<file path="src/rtl/pipeline_hazard_controller_pkg.sv">
// Shared definitions for the pipeline sequencing controller: opcodes, special
// instruction words, controller states and source-usage decode.
package pipeline_hazard_controller_pkg;

    localparam logic [6:0]  OP_R      = 7'b0110011;
    localparam logic [6:0]  OP_I      = 7'b0010011;
    localparam logic [6:0]  OP_LOAD   = 7'b0000011;
    localparam logic [6:0]  OP_STORE  = 7'b0100011;
    localparam logic [6:0]  OP_BRANCH = 7'b1100011;

    localparam logic [31:0] NOP_INSTR = 32'h0000_0013;
    localparam logic [31:0] END_INSTR = 32'hFFFF_FFFF;

    typedef enum logic [1:0] {
        StRun    = 2'd0,
        StBrWait = 2'd1,
        StDrain  = 2'd2,
        StHalt   = 2'd3
    } state_e;

    function automatic logic uses_rs1(input logic [6:0] opcode);
        return (opcode == OP_R) || (opcode == OP_I) || (opcode == OP_LOAD) ||
               (opcode == OP_STORE) || (opcode == OP_BRANCH);
    endfunction

    function automatic logic uses_rs2(input logic [6:0] opcode);
        return (opcode == OP_R) || (opcode == OP_STORE) || (opcode == OP_BRANCH);
    endfunction

endpackage

</file>
<file path="src/rtl/pipeline_hazard_controller_hazard_detect.sv">
// RAW hazard detector: compares the sources actually read by the ID instruction
// against every in-flight destination. WB is included because the register
// file does not write through to a same-cycle read.
module pipeline_hazard_controller_hazard_detect
    import pipeline_hazard_controller_pkg::*;
(
    input  logic [31:0] instr_i,
    input  logic [4:0]  ex_rd_i,
    input  logic        ex_reg_write_i,
    input  logic [4:0]  mem_rd_i,
    input  logic        mem_reg_write_i,
    input  logic [4:0]  wb_rd_i,
    input  logic        wb_reg_write_i,
    output logic        hazard_o
);

    logic [6:0] opcode;
    logic [4:0] rs1;
    logic [4:0] rs2;
    logic       rs1_hit;
    logic       rs2_hit;
    logic       unused_instr;

    assign opcode = instr_i[6:0];
    assign rs1    = instr_i[19:15];
    assign rs2    = instr_i[24:20];

    // Remaining fields are irrelevant to dependency checking.
    assign unused_instr = ^{instr_i[31:25], instr_i[14:7]};

    // x0 is never a real dependency, which also keeps flushed NOPs hazard-free.
    always_comb begin
        rs1_hit = uses_rs1(opcode) && (rs1 != 5'd0) &&
                  ((ex_reg_write_i  && (rs1 == ex_rd_i))  ||
                   (mem_reg_write_i && (rs1 == mem_rd_i)) ||
                   (wb_reg_write_i  && (rs1 == wb_rd_i)));
        rs2_hit = uses_rs2(opcode) && (rs2 != 5'd0) &&
                  ((ex_reg_write_i  && (rs2 == ex_rd_i))  ||
                   (mem_reg_write_i && (rs2 == mem_rd_i)) ||
                   (wb_reg_write_i  && (rs2 == wb_rd_i)));
    end

    assign hazard_o = rs1_hit || rs2_hit;

endmodule

</file>
<file path="src/rtl/pipeline_hazard_controller.sv">
// Pipeline sequencing controller: stalls on RAW hazards, holds fetch while a
// branch resolves in MEM, drains and halts on the end-of-program sentinel, and
// keeps cycle / bubble / taken-branch counters.
module pipeline_hazard_controller
    import pipeline_hazard_controller_pkg::*;
#(
    parameter int unsigned CNT_W     = 32,
    parameter int unsigned DRAIN_CYC = 4
) (
    input  logic             clk_i,
    input  logic             reset_i,
    input  logic [31:0]      id_instr_i,
    input  logic [4:0]       ex_rd_i,
    input  logic             ex_reg_write_i,
    input  logic [4:0]       mem_rd_i,
    input  logic             mem_reg_write_i,
    input  logic [4:0]       wb_rd_i,
    input  logic             wb_reg_write_i,
    input  logic             mem_branch_i,
    input  logic             mem_zero_i,
    input  logic             if_end_i,
    output logic             pc_en_o,
    output logic             pc_sel_target_o,
    output logic             if_id_en_o,
    output logic             if_id_flush_o,
    output logic             id_ex_flush_o,
    output logic             halted_o,
    output logic [CNT_W-1:0] cycle_cnt_o,
    output logic [CNT_W-1:0] bubble_cnt_o,
    output logic [CNT_W-1:0] taken_cnt_o
);

    localparam int unsigned DrainW = (DRAIN_CYC > 2) ? $clog2(DRAIN_CYC) : 1;

    state_e            state_q, state_d;
    logic [DrainW-1:0] drain_q, drain_d;
    logic [CNT_W-1:0]  cycle_cnt_q, bubble_cnt_q, taken_cnt_q;
    logic              hazard;
    logic              bubble_inc;
    logic              taken_inc;

    pipeline_hazard_controller_hazard_detect u_hazard_detect (
        .instr_i         (id_instr_i),
        .ex_rd_i         (ex_rd_i),
        .ex_reg_write_i  (ex_reg_write_i),
        .mem_rd_i        (mem_rd_i),
        .mem_reg_write_i (mem_reg_write_i),
        .wb_rd_i         (wb_rd_i),
        .wb_reg_write_i  (wb_reg_write_i),
        .hazard_o        (hazard)
    );

    // Next-state and stage-control decode; reset forces free-running outputs.
    always_comb begin
        state_d         = state_q;
        drain_d         = drain_q;
        pc_en_o         = 1'b1;
        pc_sel_target_o = 1'b0;
        if_id_en_o      = 1'b1;
        if_id_flush_o   = 1'b0;
        id_ex_flush_o   = 1'b0;
        halted_o        = 1'b0;
        taken_inc       = 1'b0;
        case (state_q)
            StRun: begin
                if (if_end_i) begin
                    pc_en_o = 1'b0;
                    state_d = StDrain;
                    drain_d = DrainW'(DRAIN_CYC - 1);
                end else if (hazard) begin
                    pc_en_o       = 1'b0;
                    if_id_en_o    = 1'b0;
                    id_ex_flush_o = 1'b1;
                end else if (id_instr_i[6:0] == OP_BRANCH) begin
                    pc_en_o       = 1'b0;
                    if_id_flush_o = 1'b1;
                    state_d       = StBrWait;
                end
            end
            StBrWait: begin
                if (!mem_branch_i) begin
                    pc_en_o       = 1'b0;
                    if_id_flush_o = 1'b1;
                end else begin
                    state_d = StRun;
                    // Not taken: PC already sits at branch+4, so just let it load.
                    if (mem_zero_i) begin
                        pc_sel_target_o = 1'b1;
                        if_id_flush_o   = 1'b1;
                        taken_inc       = 1'b1;
                    end
                end
            end
            StDrain: begin
                pc_en_o = 1'b0;
                if (hazard) begin
                    if_id_en_o    = 1'b0;
                    id_ex_flush_o = 1'b1;
                end else begin
                    if_id_flush_o = 1'b1;
                end
                if (drain_q <= DrainW'(1)) begin
                    drain_d = '0;
                    state_d = StHalt;
                end else begin
                    drain_d = drain_q - DrainW'(1);
                end
            end
            StHalt: begin
                halted_o   = 1'b1;
                pc_en_o    = 1'b0;
                if_id_en_o = 1'b0;
            end
            default: state_d = StRun;
        endcase

        if (reset_i) begin
            pc_en_o         = 1'b1;
            pc_sel_target_o = 1'b0;
            if_id_en_o      = 1'b1;
            if_id_flush_o   = 1'b0;
            id_ex_flush_o   = 1'b0;
            halted_o        = 1'b0;
            taken_inc       = 1'b0;
        end

        // Drain-phase stalls are not counted as bubbles.
        bubble_inc = ((state_q == StRun) || (state_q == StBrWait)) &&
                     (if_id_flush_o || id_ex_flush_o);
    end

    // State, drain counter and performance counters.
    always_ff @(posedge clk_i) begin
        if (reset_i) begin
            state_q      <= StRun;
            drain_q      <= '0;
            cycle_cnt_q  <= '0;
            bubble_cnt_q <= '0;
            taken_cnt_q  <= '0;
        end else begin
            state_q <= state_d;
            drain_q <= drain_d;
            if (state_q != StHalt) begin
                cycle_cnt_q <= cycle_cnt_q + CNT_W'(1);
            end
            if (bubble_inc) begin
                bubble_cnt_q <= bubble_cnt_q + CNT_W'(1);
            end
            if (taken_inc) begin
                taken_cnt_q <= taken_cnt_q + CNT_W'(1);
            end
        end
    end

    assign cycle_cnt_o  = cycle_cnt_q;
    assign bubble_cnt_o = bubble_cnt_q;
    assign taken_cnt_o  = taken_cnt_q;

endmodule

</file>
<file path="config.mk">
export PLATFORM = sky130hd
export DESIGN_NAME = pipeline_hazard_controller
export DESIGN_NICKNAME = d
export VERILOG_FILES = /design/src/rtl/pipeline_hazard_controller_pkg.sv /design/src/rtl/pipeline_hazard_controller_hazard_detect.sv /design/src/rtl/pipeline_hazard_controller.sv
export SDC_FILE = /design/constraint.sdc
export NUM_CORES = 1
export LEC_CHECK = 0
export ABC_CLOCK_PERIOD_IN_PS = 2500
export BUFFER_PORTS_ARGS = -buffer_cell sky130_fd_sc_hd__clkbuf_2
export CAP_MARGIN = 20
export CELL_PAD_IN_SITES_DETAIL_PLACEMENT = 1
export CELL_PAD_IN_SITES_GLOBAL_PLACEMENT = 1
export CORE_AREA = 2 2 122 136
export CTS_CLUSTER_SIZE = 28
export DETAILED_ROUTE_END_ITERATION = 7
export DIE_AREA = 0 0 124 138
export GPL_ROUTABILITY_DRIVEN = 0
export MAX_ROUTING_LAYER = met4
export PLACE_DENSITY_LB_ADDON = 0.08
export SETUP_SLACK_MARGIN = 0.5
export SYNTH_ARGS = -nofsm -noshare
export SYNTH_HDL_FRONTEND = slang
export SYNTH_HIERARCHICAL = 1
export SYNTH_SLANG_ARGS = --single-unit
</file>
<file path="constraint.sdc">
create_clock -name clk_i -period 2.5 [get_ports clk_i]
set_clock_uncertainty 0.1 [all_clocks]
set_input_delay 0.25 -clock clk_i [delete_from_list [all_inputs] [get_ports clk_i]]
set_output_delay 0.25 -clock clk_i [all_outputs]
set_load 0.02 [all_outputs]
</file>
# Yosys cells after proc, flatten, opt, wreduce, memory -nomap -nowiden
# Index checks and enable logic that the tools add are counted.
[totals]
inputBits = 55
elab_cells = 97
regBits = 100
[classes]
add_sub_neg = 4
muxes = 35
order_cmp = 1
reduce_logical = 32
n_eq_ne = 20
[op_table]
columns = ["cell", "count"]
rows = [
  ["$add A32 B1 Y32 const B", 3],
  ["$eq A5 B5 Y1", 6],
  ["$mux W1", 22],
  ["$eq A7 B6 Y1 const B", 2],
  ["$mux W2", 7],
  ["$logic_or A1 B1 Y1", 13],
  ["$logic_and A1 B1 Y1", 11],
  ["$reduce_bool A5 Y1", 2],
  ["$pmux W1 S3", 3],
  ["$ne A2 B2 Y1 const B", 4],
  ["$eq A7 B2 Y1 const B", 1],
  ["$eq A7 B5 Y1 const B", 1],
  ["$eq A7 B7 Y1 const B", 1],
  ["$ne A3 B3 Y1 const B", 2],
  ["$pmux W2 S3", 1],
  ["$reduce_and A5 Y1", 1],
  ["$eq A2 B2 Y1 const B", 2],
  ["$pmux W2 S2", 1],
  ["$reduce_bool A3 Y1", 1],
  ["$eq A2 B1 Y1 const B", 1],
  ["$le A2 B1 Y1 const B", 1],
  ["$logic_not A2 Y1", 1],
  ["$pmux W1 S2", 1],
  ["$reduce_and A2 Y1", 1],
  ["other kinds (3)", 3],
]

# Longest topological paths before layout
# Gate-level depths: netlist of the first run.
[depth]
depth_word = 14
ltp_mapped = 12
ltp_nobuf = 10

# Modules after synthesis
# The synthesis of the first run kept the hierarchy.
[modules_own_cells]
columns = ["mod", "area_each_um2", "instances", "cells_each", "seq_area_each_um2"]
rows = [
  ["pipeline_hazard_controller", 4860.9, 1, 578, 2001.9],
  ["pipeline_hazard_controller_hazard_detect", 404.1, 1, 57, 0.0],
]

# Worst setup path after synthesis of the first run
# Ideal clock, no wire load.
[synth_path]
path_type = "input-to-reg"
startpoint = "in ex_rd_i[3]"
endpoint = "reg bubble_cnt_q[9], in the netlist bubble_cnt_o[9]"
arrival_time_ns = 2.374
path_stages = 11
t_required_ns = 2.330
path_slack_ns = -0.044
cell_sequence = "xor2_1 -> nor4_1 -> nand3_1 -> a31oi_1 -> a41o_1 -> nand2b_1 -> a21oi_1 -> a211oi_2 -> clkbuf_1 -> or3_1 -> a21oi_1"
[synth_via]
elab_chain_len = 12
word_cells_on_any_way = 22
cone_classes = "eq/ne: 2; mux: 9; reduce/logical: 11"
[synth_lines]
columns = ["element", "line", "source"]
rows = [
  ["start: declaration", "pipeline_hazard_controller.sv:13", "input logic [4:0] ex_rd_i,"],
  ["$eq A5 B5 Y1, on equally long branches", "pipeline_hazard_controller_hazard_detect.sv:34, pipeline_hazard_controller_hazard_detect.sv:38", ""],
  ["$logic_and A1 B1 Y1, on equally long branches", "pipeline_hazard_controller_hazard_detect.sv:34, pipeline_hazard_controller_hazard_detect.sv:38", ""],
  ["$logic_or A1 B1 Y1, on equally long branches", "pipeline_hazard_controller_hazard_detect.sv:34, pipeline_hazard_controller_hazard_detect.sv:38", ""],
  ["$logic_or A1 B1 Y1, on equally long branches", "pipeline_hazard_controller_hazard_detect.sv:35, pipeline_hazard_controller_hazard_detect.sv:39", ""],
  ["$logic_and A1 B1 Y1, on equally long branches", "pipeline_hazard_controller_hazard_detect.sv:33, pipeline_hazard_controller_hazard_detect.sv:37", ""],
  ["$logic_or A1 B1 Y1 *", "pipeline_hazard_controller_hazard_detect.sv:43", "assign hazard_o = rs1_hit || rs2_hit;"],
  ["via hazard", "pipeline_hazard_controller.sv:38", "logic hazard;"],
  ["$mux W1 *", "pipeline_hazard_controller.sv:70, pipeline_hazard_controller.sv:96", ""],
  ["$mux W1", "pipeline_hazard_controller.sv:66", "if (if_end_i) begin"],
  ["$pmux W1 S2 *", "pipeline_hazard_controller.sv:64", "case (state_q)"],
  ["$mux W1 *", "pipeline_hazard_controller.sv:117", "if (reset_i) begin"],
  ["via id_ex_flush_o", "pipeline_hazard_controller.sv:26", "output logic id_ex_flush_o,"],
  ["$logic_or A1 B1 Y1 *", "pipeline_hazard_controller.sv:129", "(if_id_flush_o || id_ex_flush_o);"],
  ["$logic_and A1 B1 Y1 *", "pipeline_hazard_controller.sv:128", "bubble_inc = ((state_q == StRun) || (state_q == StBrWait)) &&"],
  ["end signal: assignment", "pipeline_hazard_controller.sv:147", "bubble_cnt_q <= bubble_cnt_q + CNT_W'(1);"],
  ["end: declaration", "pipeline_hazard_controller.sv:37", "logic [CNT_W-1:0] cycle_cnt_q, bubble_cnt_q, taken_cnt_q;"],
]
# The timed path passes the listed nets; every way through them passes the cells marked *.
# A chain may end at the register's enable or synchronous reset.

# Final worst setup path of the first run
[layout_path]
startpoint = "in id_instr_i[16]"
endpoint = "reg bubble_cnt_q[4], in the netlist bubble_cnt_o[4]"
[layout_via]
elab_chain_len = 12
word_cells_on_any_way = 23
cone_classes = "eq/ne: 3; mux: 9; reduce/logical: 11"
[layout_lines]
columns = ["element", "line", "source"]
rows = [
  ["start: declaration", "pipeline_hazard_controller.sv:12", "input logic [31:0] id_instr_i,"],
  ["$eq A5 B5 Y1, on equally long branches", "pipeline_hazard_controller_hazard_detect.sv:34, pipeline_hazard_controller_hazard_detect.sv:35", ""],
  ["$logic_and A1 B1 Y1, on equally long branches", "pipeline_hazard_controller_hazard_detect.sv:34, pipeline_hazard_controller_hazard_detect.sv:35", ""],
  ["$logic_or A1 B1 Y1", "pipeline_hazard_controller_hazard_detect.sv:34", "((ex_reg_write_i && (rs1 == ex_rd_i)) ||"],
  ["$logic_or A1 B1 Y1", "pipeline_hazard_controller_hazard_detect.sv:35", "(mem_reg_write_i && (rs1 == mem_rd_i)) ||"],
  ["$logic_and A1 B1 Y1 *", "pipeline_hazard_controller_hazard_detect.sv:33", "rs1_hit = uses_rs1(opcode) && (rs1 != 5'd0) &&"],
  ["$logic_or A1 B1 Y1 *", "pipeline_hazard_controller_hazard_detect.sv:43", ""],
  ["via hazard", "pipeline_hazard_controller.sv:38", ""],
  ["$mux W1, on equally long branches", "pipeline_hazard_controller.sv:70, pipeline_hazard_controller.sv:96", ""],
  ["$mux W1", "pipeline_hazard_controller.sv:66", ""],
  ["$pmux W1 S3 / $pmux W1 S2 (equally long branches)", "pipeline_hazard_controller.sv:64", ""],
  ["$mux W1", "pipeline_hazard_controller.sv:117", ""],
  ["$logic_or A1 B1 Y1 *", "pipeline_hazard_controller.sv:129", ""],
  ["$logic_and A1 B1 Y1 *", "pipeline_hazard_controller.sv:128", ""],
]
# Marked as above.

==> results.md, run 1 <==
* Distinct cell type count after synthesis at 46
* PwrDens at 571 nW/um2
* Total Wirelength at 17,300 um
* Register area at 2020 um2
* Share of the synthesized area in the top cell type at 38.0%
* Die Ht at 138 um
* Final Max Slew Viols at 0
* Crit share post-route at 103%
* Commonest cells after routing, fill and taps aside: 116 x clkbuf_2, 92 x dfxtp_1, 76 x nor2_1
* Placed Instances at 986
* Vias per cell at 5.31
* WL/cell at 16.9 um
* Total die area at 17,100 um2
* Synthesized cell area at 5270 um2
* Ys async rst share at 0%
* FILL cells at 1,892
* Drt drc at 0
* Largest net degree at the start of global routing at 49
* Clock tree buffer depth at 2
* DRT antenna net count at 0
* Initial antenna violation count at 0
* Relative slew slack at 59.0%
* Worst vdd ir at 385 uV
* TritonRoute pass-1 iters at 4
* First-pass GRT wire length at 27,000 um
* Worst setup EP type: flop
* Post-synthesis cell count at 635
* WP data required at 2.68 ns
* 1st-iter DRT viols at 259
* Share of post-route cells with drive strength above 1 at 35.9%
* Inserted Diodes at 0
* Vias in the first global route at 5,498
* PortBufs at 141
* Starting density of the core at 33.0%
* CTS tree: built
* Top post-synthesis cells by area: dfxtp_1 38%, xor2_1 11%, nor2_1 5.6%
* H-Tree Depth at 3
* Nets@finish at 874
* Failing checks: setup timing
* Setup crit start kind: input pin
* Total GRT Usage at 20.1%
* Unrepaired setup endpoints after global routing: true
* Hold Path Class: in2reg
* Layout Cells excl Fill at 1,020
* Clock Latency Late Sink at 0.35 ns
* DP HPWL at 12,000 um
* P_leak at 3.02 nW
* Max Cap Viol at 0
* Gr ovfl total at 0
* Critical path arrival at 2.74 ns
* Synthesis Warnings at 6
* Biggest area consumer among synthesized cells: dfxtp_1
* Status: finished with violations
* Number of synthesized register bits at 100
* Clock transition at path regs at 0.07 ns
* Crit-path max FO at 7
* Core area at 15,900 um2
* Synth Net Count at 698
* DR vias at 5,415
* Leading cell type in the layout, fill and taps excluded: clkbuf_2
* Mapped Avg Cell Area at 8.29 um2
* Root Driver: clkbuf_16
* Main synth FF type: dfxtp_1
* CTS Buf Count at 9
* Crit path time final at 2.56 ns
* Fmax achieved at 390 MHz
* Setup Viol. Count Final at 9
* Area occupied by multi-input gates at 3580 um2
* Synth-to-layout area growth at 45.1%
* Final Hold Fails at 0
* Cell Rows at 49
* Sequential area share after synthesis at 38.0%
* Category of the most critical setup path: in2reg
* Post-synth EDFFs at 0
* Crit path setup slack, layout at -0.0635 ns
* Setup Slack @ Placement at -0.418 ns
* Worst slew pin tran at 0.614 ns
* # clock sinks at 100
* Die X at 124 um
* I/O pin cnt at 157
-- per-layer routing --
layer  up-vias  global-route usage (%)  part of all wire (%)
li1       2605                       -                     -
met1      2657                    23.3                    42
met2       129                    35.1                    52
met3        24                    3.30                   4.0
met4         0                    6.15                   2.1
met5         -                       -                     0
-- synthesized netlist by cell type, types with 2 or more instances --
cell / number
a211oi_2: 2
a21o_1: 2
a21oi_1: 44
a31oi_1: 2
and2_1: 6
and3_1: 14
and4_1: 12
buf_1: 2
buf_2: 2
clkbuf_1: 22
dfxtp_1: 100
ha_1: 8
inv_1: 15
mux2i_1: 4
nand2_1: 37
nand2b_1: 5
nand3_1: 39
nand4_1: 31
nand4b_1: 2
nor2_1: 79
nor2b_1: 4
nor3_1: 9
nor4_1: 7
nor4_4: 3
o21ai_0: 30
o31ai_1: 14
or3_1: 26
or4_1: 14
xnor2_1: 19
xor2_1: 65
-- critical path: stages --
cell	delay, ns
clkbuf_8	0.14
xor2_2	0.18
nor4_2	0.07
nand3_1	0.08
nand3_1	0.09
a41o_1	0.29
or3b_4	0.41
nor4_4	0.17
buf_4	0.18
a211oi_4	0.06
buf_6	0.15
buf_16	0.14
or3_4	0.39
a21oi_2	0.15
-- metrics by stage --
stage	utilization [%]	instance area, um2	TNS [ns]	hold WS, ns	power [mW]
6_report	47.9	7640	-0.294	0.222	4.36
5_1_grt	47.9	7640	-2.86	0.240	4.58
4_1_cts	44.9	7160	0	0.209	4.27
3_5_place_dp	40.5	6450	-11.44	0.381	2.60
3_3_place_gp	40.5	6450	-9.83	0.367	2.57
2_1_floorplan	-	5310	0	0.383	2.24
-- path summary, 6_finish.rpt --
path                   startpoint              end  slack (ns)  depth (start not counted)
setup / recovery   id_instr_i[16]  bubble_cnt_o[4]       -0.06                         14
hold / removal           if_end_i       state_q[0]        0.22                          4
setup reg to reg       state_q[1]  bubble_cnt_o[4]           0                         10
hold reg to reg   cycle_cnt_o[31]  cycle_cnt_o[31]        0.39                          2
-- power by group --
group	total (mW)	switching [mW]	internal (mW)
registers	1.71	0.0672	1.65
clock network	1.45	0.664	0.788
logic	1.20	0.619	0.579
-- state kept, by name (all words and copies together) (netlist names) --
signal        flops
state_q           2
bubble_cnt_o     32
drain_q           2
cycle_cnt_o      32
taken_cnt_o      32
-- layout make-up --
cell class	instances	area share (%)
clock buffers	10	3.00
well taps	204	3.34
inverters	15	0.737
repair buffers	191	18.7
multi-input cells	494	46.9
clock inverters	6	0.966
flip-flops and latches	100	26.4
-- cell families after synthesis --
kind of cell / Yosys count / synth area share (%)
muxes: 4 / 0.760
buffers and inverters: 41 / 2.97
AOI/OAI and AO/OA: 100 / 11.0
and+or+nand+nor: 298 / 31.3
adders and majority gates: 8 / 1.90
DFF: 100 / 38.0
xor gates and xnor gates: 84 / 14.0
-- what timing repair did --
action                                 CTS  global route
endpoints found under the hold margin    0             0
gates cloned                             2             2
setup buffers                            6             8
setup endpoints to repair               51            65
hold buffers                             0             0
pin swaps                               20            45
gates resized for setup                 60           102
No activity file was read; power rests on OpenSTA's default activity.
==> inputs of run 2 (changes only) <==
--- a/config.mk
+++ b/config.mk
@@ -16,7 +16,8 @@
 export DIE_AREA = 0 0 124 138
 export GPL_ROUTABILITY_DRIVEN = 0
 export MAX_ROUTING_LAYER = met4
-export PLACE_DENSITY_LB_ADDON = 0.08
+export PLACE_DENSITY = 0.8
+export RECOVER_POWER = 50
 export SETUP_SLACK_MARGIN = 0.5
 export SYNTH_ARGS = -nofsm -noshare
 export SYNTH_HDL_FRONTEND = slang
==> run 2 against run 1 <==
Against the previous run:
- the flow still finishes with violations (setup timing)
- worst hold slack got worse by 0.029 ns
- cell count is 0.98% lower
- sequential power about the same
- combinational power is 19% lower
- fmax down 0.30%
- power decreased by 0.95%
- wire length is 2.1% lower
- worst setup slack lost 0.0078 ns
- global-route usage decreased by 0.97 points
- count of clock-buffer cells in the layout up 2
- design area decreased by 5.4%
- via count is 1.7% lower
- critical path type is now in2out
==> results.md, run 2 (synthesis results as in run 1) <==
* Vias per cell at 5.27 (was 5.31)
* First-pass GRT wire length at 25,800 um (was 27,000 um)
* Crit path depth at 12 (was 14)
* Root Driver: clkbuf_16 (unchanged)
* Critical Path End: if_id_en_o (was bubble_cnt_o[4])
* CTS Buf Count at 9 (unchanged)
* R2R Path End: bubble_cnt_o[16] (was bubble_cnt_o[4])
* Synth-to-layout area growth at 37.3% (was 45.1%)
* PortBufs at 141 (unchanged)
* Setup crit start kind: input pin (unchanged)
* P_leak at 2.64 nW (was 3.02 nW)
* Inserted Diodes at 0 (unchanged)
* WP buf/inv at 3 (was 4)
* WL/cell at 16.8 um (was 16.9 um)
* Crit-path max FO at 4 (was 7)
* Clock Latency Late Sink at 0.35 ns (about the same)
* # clock sinks at 100 (unchanged)
* Largest net degree at the start of global routing at 71 (was 49)
* # hold bufs at CTS at 0 (unchanged)
* Initial antenna violation count at 0 (unchanged)
* I/O pin cnt at 157 (unchanged)
* Crit share post-route at 103% (about the same)
* Final Hold Fails at 0 (unchanged)
* Core area at 15,900 um2 (unchanged)
* DRT antenna net count at 0 (unchanged)
* Final Max Slew Viols at 0 (unchanged)
* Starting density of the core at 33.0% (unchanged)
* Fmax achieved at 389 MHz (was 390 MHz)
* Total die area at 17,100 um2 (unchanged)
* 1st-iter DRT viols at 216 (was 259)
* Crit path setup slack, layout at -0.0712 ns (was -0.0635 ns)
* Register area at 2020 um2 (unchanged)
* Worst R2R Setup Slack at 0.04 ns (was 0 ns)
* Unrepaired setup endpoints after global routing: true (unchanged)
* Total Wirelength at 16,900 um (was 17,300 um)
* FILL cells at 1,943 (was 1,892)
* Leading cell type in the layout, fill and taps excluded: dfxtp_1 (was clkbuf_2)
* Worst vdd ir at 345 uV (was 385 uV)
* Setup Slack @ Placement at -0.418 ns (about the same)
* PwrDens at 598 nW/um2 (was 571 nW/um2)
* Post-route cell area at 7230 um2 (was 7640 um2)
* Crit path time final at 2.57 ns (was 2.56 ns)
* Clock transition at path regs at 0.06 ns (was 0.07 ns)
* Drt drc at 0 (unchanged)
* Max Cap Viol at 0 (unchanged)
* Crit path from: ex_rd_i[0] (was id_instr_i[16])
* DP HPWL at 11,200 um (was 12,000 um)
* DR vias at 5,324 (was 5,415)
* Status: finished with violations (unchanged)
* Max stage delay on crit path at 0.34 ns (was 0.41 ns)
* Total GRT Usage at 19.1% (was 20.1%)
* Die Ht at 138 um (unchanged)
* Area occupied by multi-input gates at 3440 um2 (was 3580 um2)
* CP delay by family, top: simple AND/OR/NAND/NOR gates (unchanged)
* Placed standard-cell area at 6380 um2 (was 6450 um2)
* Gr ovfl total at 0 (unchanged)
* Failing checks: setup timing (unchanged)
* CTS tree: built (unchanged)
* Share of post-route cells with drive strength above 1 at 22.5% (was 35.9%)
* Worst setup EP type: output pin (was flop)
* Cell Rows at 49 (unchanged)
* Cell chain of the critical path: buf_4, xor2_2, nor4_1, nand3_1, a31oi_1, a41o_1, buf_6, nor2b_2, nor2_1, a21oi_1, or3_1, buf_2 (was clkbuf_8, xor2_2, nor4_2, nand3_1, nand3_1, a41o_1, or3b_4, nor4_4, buf_4, a211oi_4, buf_6, buf_16, or3_4, a21oi_2)
* Setup Viol. Count Final at 20 (was 9)
* WP data required at 2.15 ns (was 2.68 ns)
* Reg2reg start: state_q[0] (was state_q[1])
* Reg2Reg Depth at 10 (unchanged)
* Crit path max-delay cell type: nor4_1 (was or3b_4)
* Relative slew slack at 45.7% (was 59.0%)
* Hold Path Class: in2reg (unchanged)
* Commonest cells after routing, fill and taps aside: 94 x dfxtp_1, 83 x clkbuf_1, 77 x nor2_1 (was 116 x clkbuf_2, 92 x dfxtp_1, 76 x nor2_1)
* Nets@finish at 864 (was 874)
* Category of the most critical setup path: in2out (was in2reg)
* Clock tree buffer depth at 2 (unchanged)
* Worst slew pin tran at 0.814 ns (was 0.614 ns)
* Die X at 124 um (unchanged)
* TritonRoute pass-1 iters at 4 (unchanged)
* Vias in the first global route at 5,203 (was 5,498)
* H-Tree Depth at 3 (unchanged)
* Critical path arrival at 2.22 ns (was 2.74 ns)
run 2: cell types whose count changed in the layout (fill, tap and decap cells not counted), moves of 6 or more:
| cell | change |
|---|---|
| buf_8 | -6 |
| clkbuf_1 | +82 |
| clkbuf_2 | -77 |
| nand3_1 | -8 |
| nand3_2 | +8 |
| o21ai_0 | +9 |
| o21ai_2 | -6 |
| or4_1 | +7 |
| or4_4 | -7 |
run 2: area by class of cell:
| type | count | area share, % |
|---|---|---|
| Timing Repair Buffer | 181 | 15.3 |
| Multi-Input combinational cell | 494 | 47.6 |
| Tap cell | 204 | 3.53 |
| Sequential cell | 100 | 27.9 |
| Clock buffer | 12 | 3.55 |
| Clock inverter | 4 | 1.32 |
| Inverter | 15 | 0.779 |
run 2: through the flow:
step	instances	hold WS (ns)	power, mW	util (%)	TNS (ns)
6_report	1010	0.193	4.32	45.3	-0.581
3_5_place_dp	978	0.386	2.52	40.0	-9.18
5_1_grt	1010	0.205	4.52	45.3	-3.00
3_3_place_gp	978	0.367	2.50	40.0	-7.05
2_1_floorplan	635	0.383	2.24	-	0
4_1_cts	1001	0.185	4.29	43.5	0
run 2: layer usage:
layer | wire, um | vias up | global-route usage [%] | part of all wire [%]
met5 | 0 | - | - | 0
li1 | - | 2592 | - | -
met1 | 7420 | 2614 | 23.0 | 44
met4 | 301 | 0 | 5.91 | 1.8
met3 | 663 | 23 | 4.46 | 3.9
met2 | 8540 | 95 | 31.5 | 50
run 2: tightest hold or removal path, delay by kind of cell:
family | cells | cell delay, ns
AND/OR/NAND/NOR | 1 | 0.05
buffers and inverters | 2 | 0.30
run 2: how the worst min path moves through the flow:
stage	startpoint	endpoint	depth (start not counted)
floorplan	if_end_i	state_q[0]	3
global placement	bubble_cnt_o[31]	bubble_cnt_o[31]	2
detailed placement	bubble_cnt_o[31]	bubble_cnt_o[31]	2
global route	reset_i	taken_cnt_o[7]	3
CTS	reset_i	taken_cnt_o[7]	3
finish	reset_i	taken_cnt_o[7]	3
run 2: what timing repair did:
| item | in CTS | in global routing |
|---|---|---|
| setup buffers | 6 | 8 |
| cloned | 1 | 1 |
| pin swaps | 4 | 9 |
| setup endpoints to repair | 49 | 66 |
| resized for setup | 25 | 99 |
run 2: where the power goes:
group          switching, mW  total [mW]  internal (mW)
combinational          0.553       0.966          0.413
clock                  0.620        1.65           1.03
sequential            0.0633        1.70           1.64
total                   1.24        4.32           3.08
